--- src/rtl/bcd_scan_display.sv ---
// bcd_scan_display: scans three snapshotted BCD digits onto a 4-digit
// common-anode 7-segment display, with leading-zero blanking, dead time
// between slots and a one-cycle frame strobe.
// Optional feature macro: SEG_BLINK_EN (frame-counted display blinking).
module bcd_scan_display #(
  parameter int SCAN_DIV        = 100000,
  parameter int DEAD_CYC        = 4,
  parameter int LEAD_ZERO_BLANK = 1,
  parameter int BLINK_FRAMES    = 32
) (
  input  logic       clk,
  input  logic       rst_n,
  input  logic [3:0] hund,
  input  logic [3:0] tens,
  input  logic [3:0] ones,
  input  logic       blink,
  output logic [6:0] seg,
  output logic [3:0] an,
  output logic       frame_tick
);

  localparam int CW = (SCAN_DIV > 1) ? $clog2(SCAN_DIV) : 1;

  typedef enum logic [1:0] {
    S_ONES = 2'd0,
    S_TENS = 2'd1,
    S_HUND = 2'd2
  } slot_t;

  localparam logic [6:0] SEG_BLANK = 7'h7F;
  localparam logic [6:0] SEG_DASH  = 7'h3F;

  // Active-low glyph for one BCD code; anything above 9 shows a dash.
  function automatic logic [6:0] glyph(input logic [3:0] d);
    case (d)
      4'd0:    glyph = 7'h40;
      4'd1:    glyph = 7'h79;
      4'd2:    glyph = 7'h24;
      4'd3:    glyph = 7'h30;
      4'd4:    glyph = 7'h19;
      4'd5:    glyph = 7'h12;
      4'd6:    glyph = 7'h02;
      4'd7:    glyph = 7'h78;
      4'd8:    glyph = 7'h00;
      4'd9:    glyph = 7'h10;
      default: glyph = SEG_DASH;
    endcase
  endfunction

  logic [CW-1:0] r_div_cnt;
  slot_t         r_slot;
  slot_t         w_slot_nxt;
  logic [3:0]    r_snap_h;
  logic [3:0]    r_snap_t;
  logic [3:0]    r_snap_o;
  logic          r_frame_tick;
  logic [6:0]    r_seg;
  logic [3:0]    r_an;

  logic          w_tick;
  logic          w_snap_edge;
  logic          w_dead;
  logic          w_dark;
  logic [3:0]    w_digit;
  logic          w_blank;
  logic [6:0]    w_seg_nxt;
  logic [3:0]    w_an_nxt;

  assign w_tick      = (r_div_cnt == CW'(SCAN_DIV - 1));
  assign w_snap_edge = w_tick && (r_slot == S_HUND);
  assign w_dead      = (32'(r_div_cnt) < DEAD_CYC);

`ifdef SEG_BLINK_EN
  localparam int FW = (BLINK_FRAMES > 0) ? $clog2(2 * BLINK_FRAMES) : 1;

  logic [FW-1:0] r_frame_cnt;

  // Frame counter advances once per snapshot and wraps after two blink half-periods.
  always_ff @(posedge clk or negedge rst_n) begin
    if (!rst_n) begin
      r_frame_cnt <= '0;
    end else if (w_snap_edge) begin
      if (r_frame_cnt == FW'(2 * BLINK_FRAMES - 1)) r_frame_cnt <= '0;
      else                                          r_frame_cnt <= r_frame_cnt + FW'(1);
    end
  end

  assign w_dark = blink && (r_frame_cnt >= FW'(BLINK_FRAMES));
`else
  logic w_unused_blink;
  assign w_unused_blink = blink;
  assign w_dark         = 1'b0;
`endif

  // Slot timer: free-running 0..SCAN_DIV-1, restarted by reset.
  always_ff @(posedge clk or negedge rst_n) begin
    if (!rst_n)      r_div_cnt <= '0;
    else if (w_tick) r_div_cnt <= '0;
    else             r_div_cnt <= r_div_cnt + CW'(1);
  end

  // Scan FSM state register.
  always_ff @(posedge clk or negedge rst_n) begin
    if (!rst_n) r_slot <= S_ONES;
    else        r_slot <= w_slot_nxt;
  end

  // Scan FSM next state: rotate ones -> tens -> hundreds on each slot tick.
  always_comb begin
    w_slot_nxt = r_slot;
    if (w_tick) begin
      case (r_slot)
        S_ONES:  w_slot_nxt = S_TENS;
        S_TENS:  w_slot_nxt = S_HUND;
        default: w_slot_nxt = S_ONES;
      endcase
    end
  end

  // Snapshot the inputs once per frame so a changing value never tears mid-scan.
  always_ff @(posedge clk or negedge rst_n) begin
    if (!rst_n) begin
      r_snap_h     <= 4'd0;
      r_snap_t     <= 4'd0;
      r_snap_o     <= 4'd0;
      r_frame_tick <= 1'b0;
    end else begin
      r_frame_tick <= w_snap_edge;
      if (w_snap_edge) begin
        r_snap_h <= hund;
        r_snap_t <= tens;
        r_snap_o <= ones;
      end
    end
  end

  // Digit selection and leading-zero blanking; codes above 9 never count as zero.
  always_comb begin
    w_digit = r_snap_o;
    w_blank = 1'b0;
    case (r_slot)
      S_TENS: begin
        w_digit = r_snap_t;
        w_blank = (LEAD_ZERO_BLANK != 0) && (r_snap_h == 4'd0) && (r_snap_t == 4'd0);
      end
      S_HUND: begin
        w_digit = r_snap_h;
        w_blank = (LEAD_ZERO_BLANK != 0) && (r_snap_h == 4'd0);
      end
      default: begin
        w_digit = r_snap_o;
        w_blank = 1'b0;
      end
    endcase
  end

  // Next output values: dead time and blink darken everything; a blanked
  // digit keeps its anode on so every slot has the same duty cycle.
  always_comb begin
    w_an_nxt  = 4'hF;
    w_seg_nxt = SEG_BLANK;
    if (!w_dead && !w_dark) begin
      w_an_nxt  = ~(4'b0001 << r_slot);
      w_seg_nxt = w_blank ? SEG_BLANK : glyph(w_digit);
    end
  end

  // Registered display outputs (one clock behind the scan state).
  always_ff @(posedge clk or negedge rst_n) begin
    if (!rst_n) begin
      r_seg <= SEG_BLANK;
      r_an  <= 4'hF;
    end else begin
      r_seg <= w_seg_nxt;
      r_an  <= w_an_nxt;
    end
  end

  assign seg        = r_seg;
  assign an         = r_an;
  assign frame_tick = r_frame_tick;

endmodule
--- config.mk ---
export PLATFORM = sky130hd
export DESIGN_NAME = bcd_scan_display
export DESIGN_NICKNAME = d
export VERILOG_FILES = /design/src/rtl/bcd_scan_display.sv
export SDC_FILE = /design/constraint.sdc
export NUM_CORES = 1
export LEC_CHECK = 0
export CAP_MARGIN = 0
export CORE_MARGIN = 2
export CORE_UTILIZATION = 35
export DETAILED_ROUTE_END_ITERATION = 10
export PLACE_DENSITY = 0.54
export SKIP_CTS_REPAIR_TIMING = 1
export SYNTH_ARGS = -nofsm -noshare
export SYNTH_HDL_FRONTEND = slang
export SYNTH_SLANG_ARGS = --single-unit
--- constraint.sdc ---
create_clock -name clk -period 1.9 [get_ports clk]
set_input_delay 0.19 -clock clk [delete_from_list [all_inputs] [get_ports clk]]
set_output_delay 0.19 -clock clk [all_outputs]
set_load 0.02 [all_outputs]
==> results of run 1 <==
## logic make-up after synthesis
group / count (synthesis)
XOR/XNOR: 13
AO/OA/AOI/OAI: 27
buffers and inverters: 14
adder cells (fa/ha/maj): 10
flip-flops: 43
AND/OR/NAND/NOR: 70
multiplexers: 13
## stage by stage
step | hold slack, ns | instances
after detailed placement | 0.184 | 306
after floorplan | -0.106 | 190
after global routing | 0.441 | 323
after global placement | 0.185 | 306
after CTS | -0.142 | 314
final | 0.382 | 323
## flip-flops by register name, indices dropped and copies added (netlist names)
signal / cells
r_div_cnt: 17
seg: 7
an: 4
r_snap_h: 4
r_snap_o: 4
r_snap_t: 4
r_slot: 2
frame_tick: 1
## metal layers
| layer | up-vias | global-route usage (%) | part of all wire (%) |
|---|---|---|---|
| met5 | - | 0 | 0 |
| met4 | 0 | 6.33 | 1.9 |
| met3 | 7 | 2.93 | 3.1 |
| met2 | 26 | 19.6 | 43 |
| met1 | 714 | 19.9 | 52 |
| li1 | 795 | - | - |
## cell usage after synthesis, types with 5 or more instances
cell type   n
a21oi_1     5
dfrtp_1    32
dfstp_2    11
ha_1       10
inv_1       6
mux2_4     10
nand2_1    18
nand3_1     8
nand4_1     7
nor2_1     14
o21ai_0     8
xnor2_1     9
## layout make-up
cell class / instances / area [um2] / area share (%)
Clock buffer: 6 / 72.6 / 2.52
Clock inverter: 2 / 11.3 / 0.391
Tap cell: 75 / 93.8 / 3.26
Sequential cell: 43 / 1090 / 37.8
Multi-Input combinational cell: 133 / 1080 / 37.4
Inverter: 6 / 22.5 / 0.782
Timing Repair Buffer: 58 / 512 / 17.8
## power groups by stage
stage | combinational (uW) | clock, uW | sequential (uW)
5_1_grt | 180 | 629 | 969
6_report | 161 | 572 | 965
4_1_cts | 152 | 597 | 963
2_1_floorplan | 50.1 | 0 | 993
3_5_place_dp | 152 | 0 | 980
3_3_place_gp | 151 | 0 | 980
## worst paths after layout
kind	startpoint	slack [ns]	to
min in group clk	ones[0]	0.50	r_snap_o[0]
max in group asynchronous	rst_n	0.97	an[0]
worst min register to register	r_div_cnt[4]	0.54	r_div_cnt[4]
worst max-delay path	r_slot[0]	0.06	seg[0]
worst min-delay path	rst_n	0.38	r_snap_o[3]
worst max register to register	r_slot[0]	0.06	seg[0]
==> flow_summary.toml, run 1 <==
[placement]
gp_congestion = 0.784
place_area_um2 = 2640
numPortBuffers = 25
dp_hpwl_um = 3000
pre_cts_slack_ns = -0.0653

[setup_path]
cp_data_arrival_time_ns = 2.07
critPathSlowestCell = "or4b_4"
cp_cell_sequence = "inv_2 > ha_4 > buf_6 > nor2_2 > a21oi_1 > buf_4 > or4b_4 > nand4_1"
cp_max_fo = 8
critPathLaunchType = "flip-flop"
crit_cells = 8
crit_path_max_incr_delay_ns = 0.48
cp_top_family = "simple AND/OR/NAND/NOR gates"
crit_type = "reg2reg"
r2r_cells = 8
cp-end-kind = "flip-flop"
cp.required_ns = 2.14
path_buf_inv = 3

[layout]
fill_cells = 568
insertedDiodeCount = 0
fin_nets = 272
layout_common_cells = "dfrtp_1, buf_4, clkdlybuf4s50_1"
fin_area_um2 = 2880
drive_gt1_share_pct = 33.5
syn2layout_area_growth_pct = 34.0
mostFrequentLayoutCell = "dfrtp_1"
final_util_pct = 48.6

[outcome]
outcome = "finished clean"

[logic_synthesis]
synthCells = 190
avgSynthCellArea_um2 = 11.3
synthAdderAreaFrac_pct = 5.82
yosys.area.top_type = "dfrtp_1"
ys_warn_count = 0
synth_edf_count = 0
synth_nets = 215
synth_top_family_by_area = "simple AND/OR/NAND/NOR gates"
seq_area_frac_synth_pct = 50.7
synth_xor_area_share_pct = 5.30
async_flop_share_pct = 100
synth_ff_type = "dfrtp_1"
synth_top_area_share_pct = 37.3
synthTopCellsByArea = "dfrtp_1, dfstp_2, mux2_4, ha_1, xnor2_1"
synthesis.area_um2 = 2150
synth.area.mux_share_pct = 8.50
ys_ff_latch = 43
ys_types = 41
synth-simple-area-share_pct = 18.3
synth_compound_area_share_pct = 8.21

[routing]
dr.pass1.iters = 4
ant_nets = 0
wl_per_cell_um = 12.7
drt-initial-drc-count = 70
drc = 0
via_per_inst = 4.77
wl_um = 4120
vias = 1542

[cts]
cts_max_path_buffers = 2
clkSinkCount = 43
htree_num_levels = 2
clkTransAtPathRegs_ns = 0.08
worst_skew_pair.late_latency_ns = 0.30
cts_tree = "done"
cts_root_buf = "clkbuf_8"
cts_buffers = 5

[pwr]
p_comb_share_pct = 9.5
p_leak_uw = 0.00124
total_power_uw = 1700
power.switching_uw = 401
seqPwrFrac_pct = 56.8
p_int_uw = 1300
switching_share_pct = 23.6
vdd_drop_max_mv = 0.296
power_density_nw_per_um2 = 590
pwr-share-clk_pct = 33.7

[run]
maxCapViolCount = 0

[grt]
grt_usage_pct = 13.8
grt_pass1_vias = 1474
grt_first_pass_wirelength_um = 7020
grt_max_degree = 24
grt-ovfl-total = 0
antenna_found_initial = 0

[floorplan]
core_um2 = 5920
die_h_um = 82.4
start_util_pct = 36.3
die-area_um2 = 6780
die_w_um = 82.4
num_rows = 28
num_io_pins = 27

[timing]
relSlewSlack_pct = 67.9
tightest_slew_ns = 0.481
hold_viol = 0
setup_tns_ns = 0
slew_viol_final = 0
setup_slack_ns = 0.0648
period_share_pct = 96.6
fin_worst_skew_ns = 0.00565
setup_viol_count_final = 0
timing.fmax_ghz = 0.545
period_minus_slack_ns = 1.84

[worst_hold_path]
hold_path.class = "in2async"
Power figures use the tool's default switching activity.
==> run 2: changes to the inputs <==
--- a/config.mk
+++ b/config.mk
@@ -11,6 +11,7 @@
 export DETAILED_ROUTE_END_ITERATION = 10
 export PLACE_DENSITY = 0.54
 export SKIP_CTS_REPAIR_TIMING = 1
+export SLEW_MARGIN = 20
 export SYNTH_ARGS = -nofsm -noshare
 export SYNTH_HDL_FRONTEND = slang
 export SYNTH_SLANG_ARGS = --single-unit
==> results of run 2 <==
Final layout, timing and power as in run 1 (identical DEF).
